## src/rtl/shifter_pkg.sv

```systemverilog
// Shared types and constants for the 8-bit logical barrel shifter.
// Latency: none (declarations only).
// Backpressure: not applicable.
package shifter_pkg;

  localparam int DATA_W  = 8;
  localparam int SHAMT_W = 3;

  localparam logic DIR_LEFT  = 1'b0;
  localparam logic DIR_RIGHT = 1'b1;

  typedef logic [DATA_W-1:0] data_t;

endpackage

```

## src/rtl/shifter_core.sv

```systemverilog
// Combinational log-stage logical barrel shifter (stages of 1, 2, 4), zero fill.
// Latency: 0 cycles; pure combinational path of SHAMT_W mux stages plus direction muxes.
// Backpressure: none, output follows inputs continuously.
module shifter_core
  import shifter_pkg::*;
#(
  parameter int WIDTH = DATA_W
) (
  input  logic [WIDTH-1:0]   data_i,
  input  logic [SHAMT_W-1:0] amt_i,
  input  logic               dir_i,
  output logic [WIDTH-1:0]   data_o
);

  // Right shifts reuse the left-shift stages by mirroring the word on entry and exit.
  logic [WIDTH-1:0] fwd;
  logic [WIDTH-1:0] rev_in;
  logic [WIDTH-1:0] rev_out;
  logic [WIDTH-1:0] stg [SHAMT_W+1];

  // Mirror the operand when shifting right so one left-shift network serves both directions.
  always_comb begin
    rev_in = '0;
    for (int i = 0; i < WIDTH; i++) begin
      rev_in[i] = data_i[WIDTH-1-i];
    end
    fwd = (dir_i == DIR_RIGHT) ? rev_in : data_i;
  end

  // Stage s shifts left by 2**s when amt_i[s] is set; vacated bits fill with zero.
  always_comb begin
    stg[0] = fwd;
    for (int s = 0; s < SHAMT_W; s++) begin
      stg[s+1] = amt_i[s] ? (stg[s] << (1 << s)) : stg[s];
    end
  end

  // Undo the mirror for right shifts.
  always_comb begin
    rev_out = '0;
    for (int i = 0; i < WIDTH; i++) begin
      rev_out[i] = stg[SHAMT_W][WIDTH-1-i];
    end
    data_o = (dir_i == DIR_RIGHT) ? rev_out : stg[SHAMT_W];
  end

endmodule

```

## src/rtl/shifter_8bit.sv

```systemverilog
// Registered 8-bit logical barrel shifter: left/right by 0-7, zero fill, no flags.
// Latency: 1 cycle; result of edge N inputs is visible after edge N, new result every cycle.
// Backpressure: none; no handshake, data_out reloads on every non-reset edge.
module shifter_8bit
  import shifter_pkg::*;
#(
  parameter int WIDTH = DATA_W
) (
  input  logic               Clock,
  input  logic               Reset,
  input  logic [WIDTH-1:0]   data_in,
  input  logic [SHAMT_W-1:0] shift_amt,
  input  logic               dir,
  output logic [WIDTH-1:0]   data_out
);

  logic [WIDTH-1:0] data_out_d;
  logic [WIDTH-1:0] data_out_q;

  shifter_core #(
    .WIDTH (WIDTH)
  ) u_core (
    .data_i (data_in),
    .amt_i  (shift_amt),
    .dir_i  (dir),
    .data_o (data_out_d)
  );

  // Output register: synchronous reset drops any pending result and forces zero.
  always_ff @(posedge Clock) begin
    if (Reset) begin
      data_out_q <= '0;
    end else begin
      data_out_q <= data_out_d;
    end
  end

  assign data_out = data_out_q;

endmodule

```

## config.mk

```make
export PLATFORM = sky130hd
export DESIGN_NAME = shifter_8bit
export DESIGN_NICKNAME = d
export VERILOG_FILES = /design/src/rtl/shifter_pkg.sv /design/src/rtl/shifter_core.sv /design/src/rtl/shifter_8bit.sv
export SDC_FILE = /design/constraint.sdc
export NUM_CORES = 1
export LEC_CHECK = 0
export ABC_CLOCK_PERIOD_IN_PS = 2000
export CAP_MARGIN = 10
export CELL_PAD_IN_SITES_DETAIL_PLACEMENT = 0
export CELL_PAD_IN_SITES_GLOBAL_PLACEMENT = 2
export CORE_MARGIN = 2
export CORE_UTILIZATION = 27
export CTS_BUF_LIST = sky130_fd_sc_hd__clkbuf_2 sky130_fd_sc_hd__clkbuf_4 sky130_fd_sc_hd__clkbuf_8
export DETAILED_ROUTE_END_ITERATION = 8
export PLACE_DENSITY_LB_ADDON = 0.1
export SLEW_MARGIN = 20
export SYNTH_ARGS = -nofsm -noshare
export SYNTH_HDL_FRONTEND = slang
export SYNTH_HIERARCHICAL = 1
export SYNTH_SLANG_ARGS = --single-unit
```

## constraint.sdc

```tcl
create_clock -name Clock -period 2 [get_ports Clock]
set_input_delay 0.3 -clock Clock [delete_from_list [all_inputs] [get_ports Clock]]
set_output_delay 0.3 -clock Clock [all_outputs]
set_load 0.02 [all_outputs]
```

# ---- Word level (Yosys, flattened, before mapping)
# Cells that the tools add are included.
dict set report totals {
  regBits 8
  inputBits 14
  out_inout_bits 8
  wordCells 6
}
dict set report op_classes {
  n_mux 5
}
# op count
set op_table {}
lappend op_table {{$mux 8} 5}

# ---- Logic depth before layout (Yosys ltp)
dict set report logic_depth {
  ltp_word 5
  depth_mapped 7
  ltp_nobuf 5
}

# ---- Cells and area by module
# Netlist, hierarchy kept.
# module instances cells_each area_each_um2 seq_area_each_um2
set by_module_without_submodules {}
lappend by_module_without_submodules {shifter_core 1 76 523.0 0.0}
lappend by_module_without_submodules {shifter_8bit 1 16 210.2 160.2}

# ---- Worst setup path after synthesis
# Ideal clock, no wire load.
dict set report synth_timing {
  path_type {input -> register}
  start {input shift_amt[0]}
  end {register data_out_q[0], in the netlist data_out[0]}
  setup_time_ns 0.114
  arrival_ns 1.563
  required_time_ns 1.886
  slack_ns 0.324
  cell_stages 5
  n_path_buf 1
  path_cell_list {buf_6 -> mux4_2 -> a2111oi_2 -> a31oi_1 -> nor2b_1}
}
dict set report synth_between {
  elab_chain_cells 4
}
# element line
set synth_lines {}
lappend synth_lines {{from (decl)} shifter_8bit.sv:12} ;# input logic [SHAMT_W-1:0] shift_amt,
lappend synth_lines {{$mux 8 (3 in series)} shifter_core.sv:34} ;# stg[s+1] = amt_i[s] ? (stg[s] << (1 << s)) : stg[s];
lappend synth_lines {{$mux 8} shifter_core.sv:44} ;# data_o = (dir_i == DIR_RIGHT) ? rev_out : stg[SHAMT_W];
lappend synth_lines {{net data_out_d[0]} shifter_8bit.sv:17} ;# logic [WIDTH-1:0] data_out_d;
lappend synth_lines {{to (signal assigned)} shifter_8bit.sv:34} ;# data_out_q <= data_out_d;
lappend synth_lines {{to (decl)} shifter_8bit.sv:18} ;# logic [WIDTH-1:0] data_out_q;
# The timed path passes the listed nets, and every way through them passes these cells.
# A chain may end at the register's enable or synchronous reset.

# ---- Final worst setup path
dict set report layout_timing {
  start {input data_in[0]}
  end {register data_out_q[0], in the netlist data_out[0]}
}
dict set report layout_between {
  elab_chain_cells 5
}
# element line
set layout_lines {}
lappend layout_lines {{from (decl)} shifter_8bit.sv:11} ;# input logic [WIDTH-1:0] data_in,
lappend layout_lines {{$mux 8} shifter_core.sv:27} ;# fwd = (dir_i == DIR_RIGHT) ? rev_in : data_i;
lappend layout_lines {{$mux 8 (3 in series)} shifter_core.sv:34}
lappend layout_lines {{$mux 8} shifter_core.sv:44}
lappend layout_lines {{net data_out_d[0]} shifter_8bit.sv:17}
# The timed path passes the listed nets, and every way through them passes these cells.

==> results.py <==
metrics = {
    "outcome": {
        "outcome": "complete, no violations",
    },
    "final_layout": {
        "area_delta_synth_final_pct": 54.4,
        "mostFrequentLayoutCell": "clkdlybuf4s50_1",
        "multi_input_area_um2": 538,
        "largest_reg_flops": 8,
        "nNetsFinal": 144,
        "drive_gt1_share_pct": 21.9,
        "fill_cells": 268,
        "stdcell_area_um2": 1130,
        "regArea_um2": 160,
        "final_util_pct": 44.9,
        "antenna_cells": 0,
        "final_cell_mix": "clkdlybuf4s50_1 (20), buf_4 (18), mux2i_1 (11)",
        "fin_cells": 158,
    },
    "drt": {
        "drt_iter0_drc": 15,
        "via_per_inst": 5.22,
        "routed_wl_mm": 2.14,
        "num_vias": 825,
        "wl_per_cell_um": 13.6,
        "drc": 0,
        "ant_nets": 0,
        "firstDrtPassIters": 4,
    },
    "place": {
        "post-place-cells": 155,
        "gp_congestion": 0.810,
        "place_area_um2": 1090,
        "port_buffers": 21,
        "dpl_worst_slack_ps": -230,
        "hpwlAfterDp_mm": 1.77,
    },
    "timing": {
        "hold_viol": 0,
        "whs_ps": 777,
        "setup_viol": 0,
        "worst_slew_pin_slew_ps": 513,
        "maxSlewViolCount": 0,
        "finalWorstSetupSlack_ps": 205,
        "rsz0062_at_grt": "no",
        "finalSetupTns_ps": 0,
        "fin_crit_sh_pct": 89.8,
        "slew_headroom_pct": 65.5,
        "min_period_ps": 1800,
        "max_freq_mhz": 557,
    },
    "die": {
        "die_area_um2": 3150,
        "die_w_um": 56.1,
        "rows": 18,
        "start_util_pct": 29.1,
        "num_io_pins": 22,
        "die_y_um": 56.1,
        "core_um2": 2520,
    },
    "cts": {
        "htree_num_levels": 1,
        "cts_root_buf": "clkbuf_4",
        "numCtsBuffers": 3,
        "cts_tree": "yes",
        "post_cts_buffers": 0,
        "clk_pin_slew_ps": 50,
        "clock_sinks": 8,
        "clk_path_buf_depth": 2,
        "cts_hold_buf": 0,
    },
    "global_route": {
        "met3_usage_pct": 4.65,
        "grt_max_degree": 18,
        "grt_use_total_pct": 14.5,
        "antenna_found_initial": 0,
        "busiest_layer": "met2",
        "grt_overflow": 0,
        "grt_util_met2_pct": 21.7,
        "grt_pass1_vias": 757,
        "met1_usage_pct": 20.8,
        "grt_pass1_wl_mm": 3.57,
    },
    "power_and_ir_drop": {
        "power_uw": 514,
        "vdd_ir_drop_max_uv": 424,
        "leakage_nw": 0.479,
        "powerDensity_nw_per_um2": 454,
    },
    "critical_path": {
        "cp-end-kind": "flip-flop",
        "crit_required_ps": 2130,
        "worst_ep_arrival_time_ps": 1920,
        "critPathMaxFanout": 4,
        "critPathLaunchType": "input pin",
        "critPathKind": "in2reg",
    },
    "logic_synthesis": {
        "synth_flop_cell": "dfxtp_1",
        "synth_edf_count": 0,
        "async_reset_ff_share_pct": 0,
        "ys_ff_latch": 8,
        "synth_area_per_cell_um2": 7.97,
        "netlist_area_um2": 733,
        "yosys_warnings": 6,
        "netlist_instances": 92,
        "synth_nets": 106,
        "ys_seq_area_share_pct": 21.8,
        "synth_cell_types": 31,
    },
    "worst_hold_path": {
        "hold_path_end": "data_out[4]$_SDFF_PP0_",
        "hold_depth": 2,
        "hp-start": "Reset",
        "hp-class": "in2reg",
    },
    "flow_run": {
        "max-cap-violations": 0,
    },
}
-- Yosys cell counts (all sizes together) (2+ instances only) --
cell | n | share of area [%]
nand3 | 6 | 4.1
a31oi | 2 | 1.7
mux2i | 11 | 15
mux2 | 4 | 6.1
buf | 3 | 2.9
o211ai | 4 | 4.1
dfxtp | 8 | 22
nand2 | 2 | 1.0
nor2b | 9 | 7.7
o21ai | 3 | 2.0
nor3 | 4 | 2.7
a21oi | 5 | 3.4
nand2b | 3 | 2.6
nor2 | 7 | 3.6
a2111oi | 2 | 3.2
inv | 3 | 1.5
clkbuf | 4 | 2.0
-- layout make-up --
| class | count | area share, % |
|---|---|---|
| multi-input cells | 74 | 47.5 |
| clock buffers | 3 | 1.99 |
| flip-flops and latches | 8 | 14.1 |
| inverters | 3 | 0.994 |
| well taps | 30 | 3.31 |
| repair buffers | 40 | 32.0 |
-- repair_timing --
| item | 4_1_cts | 5_1_grt |
|---|---|---|
| gates resized for setup | 0 | 5 |
| endpoints found under the setup margin | 0 | 4 |
| hold endpoints to repair | 0 | 0 |
-- routing by layer --
metal | share of wire, % | vias up | routed length (um)
li1 | - | 413 | -
met1 | 48 | 384 | 1030
met2 | 47 | 28 | 1010
met3 | 5.0 | 0 | 108
met4 | 0 | 0 | 0
met5 | 0 | - | 0
-- critical path, stage by stage --
cell and delay, ps:
clkdlybuf4s50_1 470, mux4_2 540, a2111oi_4 340, a31oi_1 130, nor2b_1 140
-- power breakdown --
part           switching, mW  internal, mW  leakage (nW)  total [mW]
Combinational          0.106         0.120         0.399       0.226
Sequential           0.00250         0.171        0.0659       0.173
Clock                 0.0467        0.0681        0.0138       0.115
-- how the worst max path moves through the flow --
stage,startpoint,end,slack [ps],cells after the start
after floorplan,shift_amt[0],data_out[0]$_SDFF_PP0_,320,5
after global placement,shift_amt[0],data_out[0]$_SDFF_PP0_,-240,7
after detailed placement,shift_amt[0],data_out[0]$_SDFF_PP0_,-230,7
after CTS,shift_amt[0],data_out[0]$_SDFF_PP0_,30,5
after global routing,data_in[0],data_out[0]$_SDFF_PP0_,120,5
final,data_in[0],data_out[0]$_SDFF_PP0_,200,5
-- logic make-up after synthesis --
family	synth area share (%)
AND/OR/NAND/NOR	26.1
AO/OA/AOI/OAI	20.1
multiplexers	24.2
buffers and inverters	6.48
flip-flops	21.8
XOR/XNOR	1.19
(Power assumes the default switching activity.)
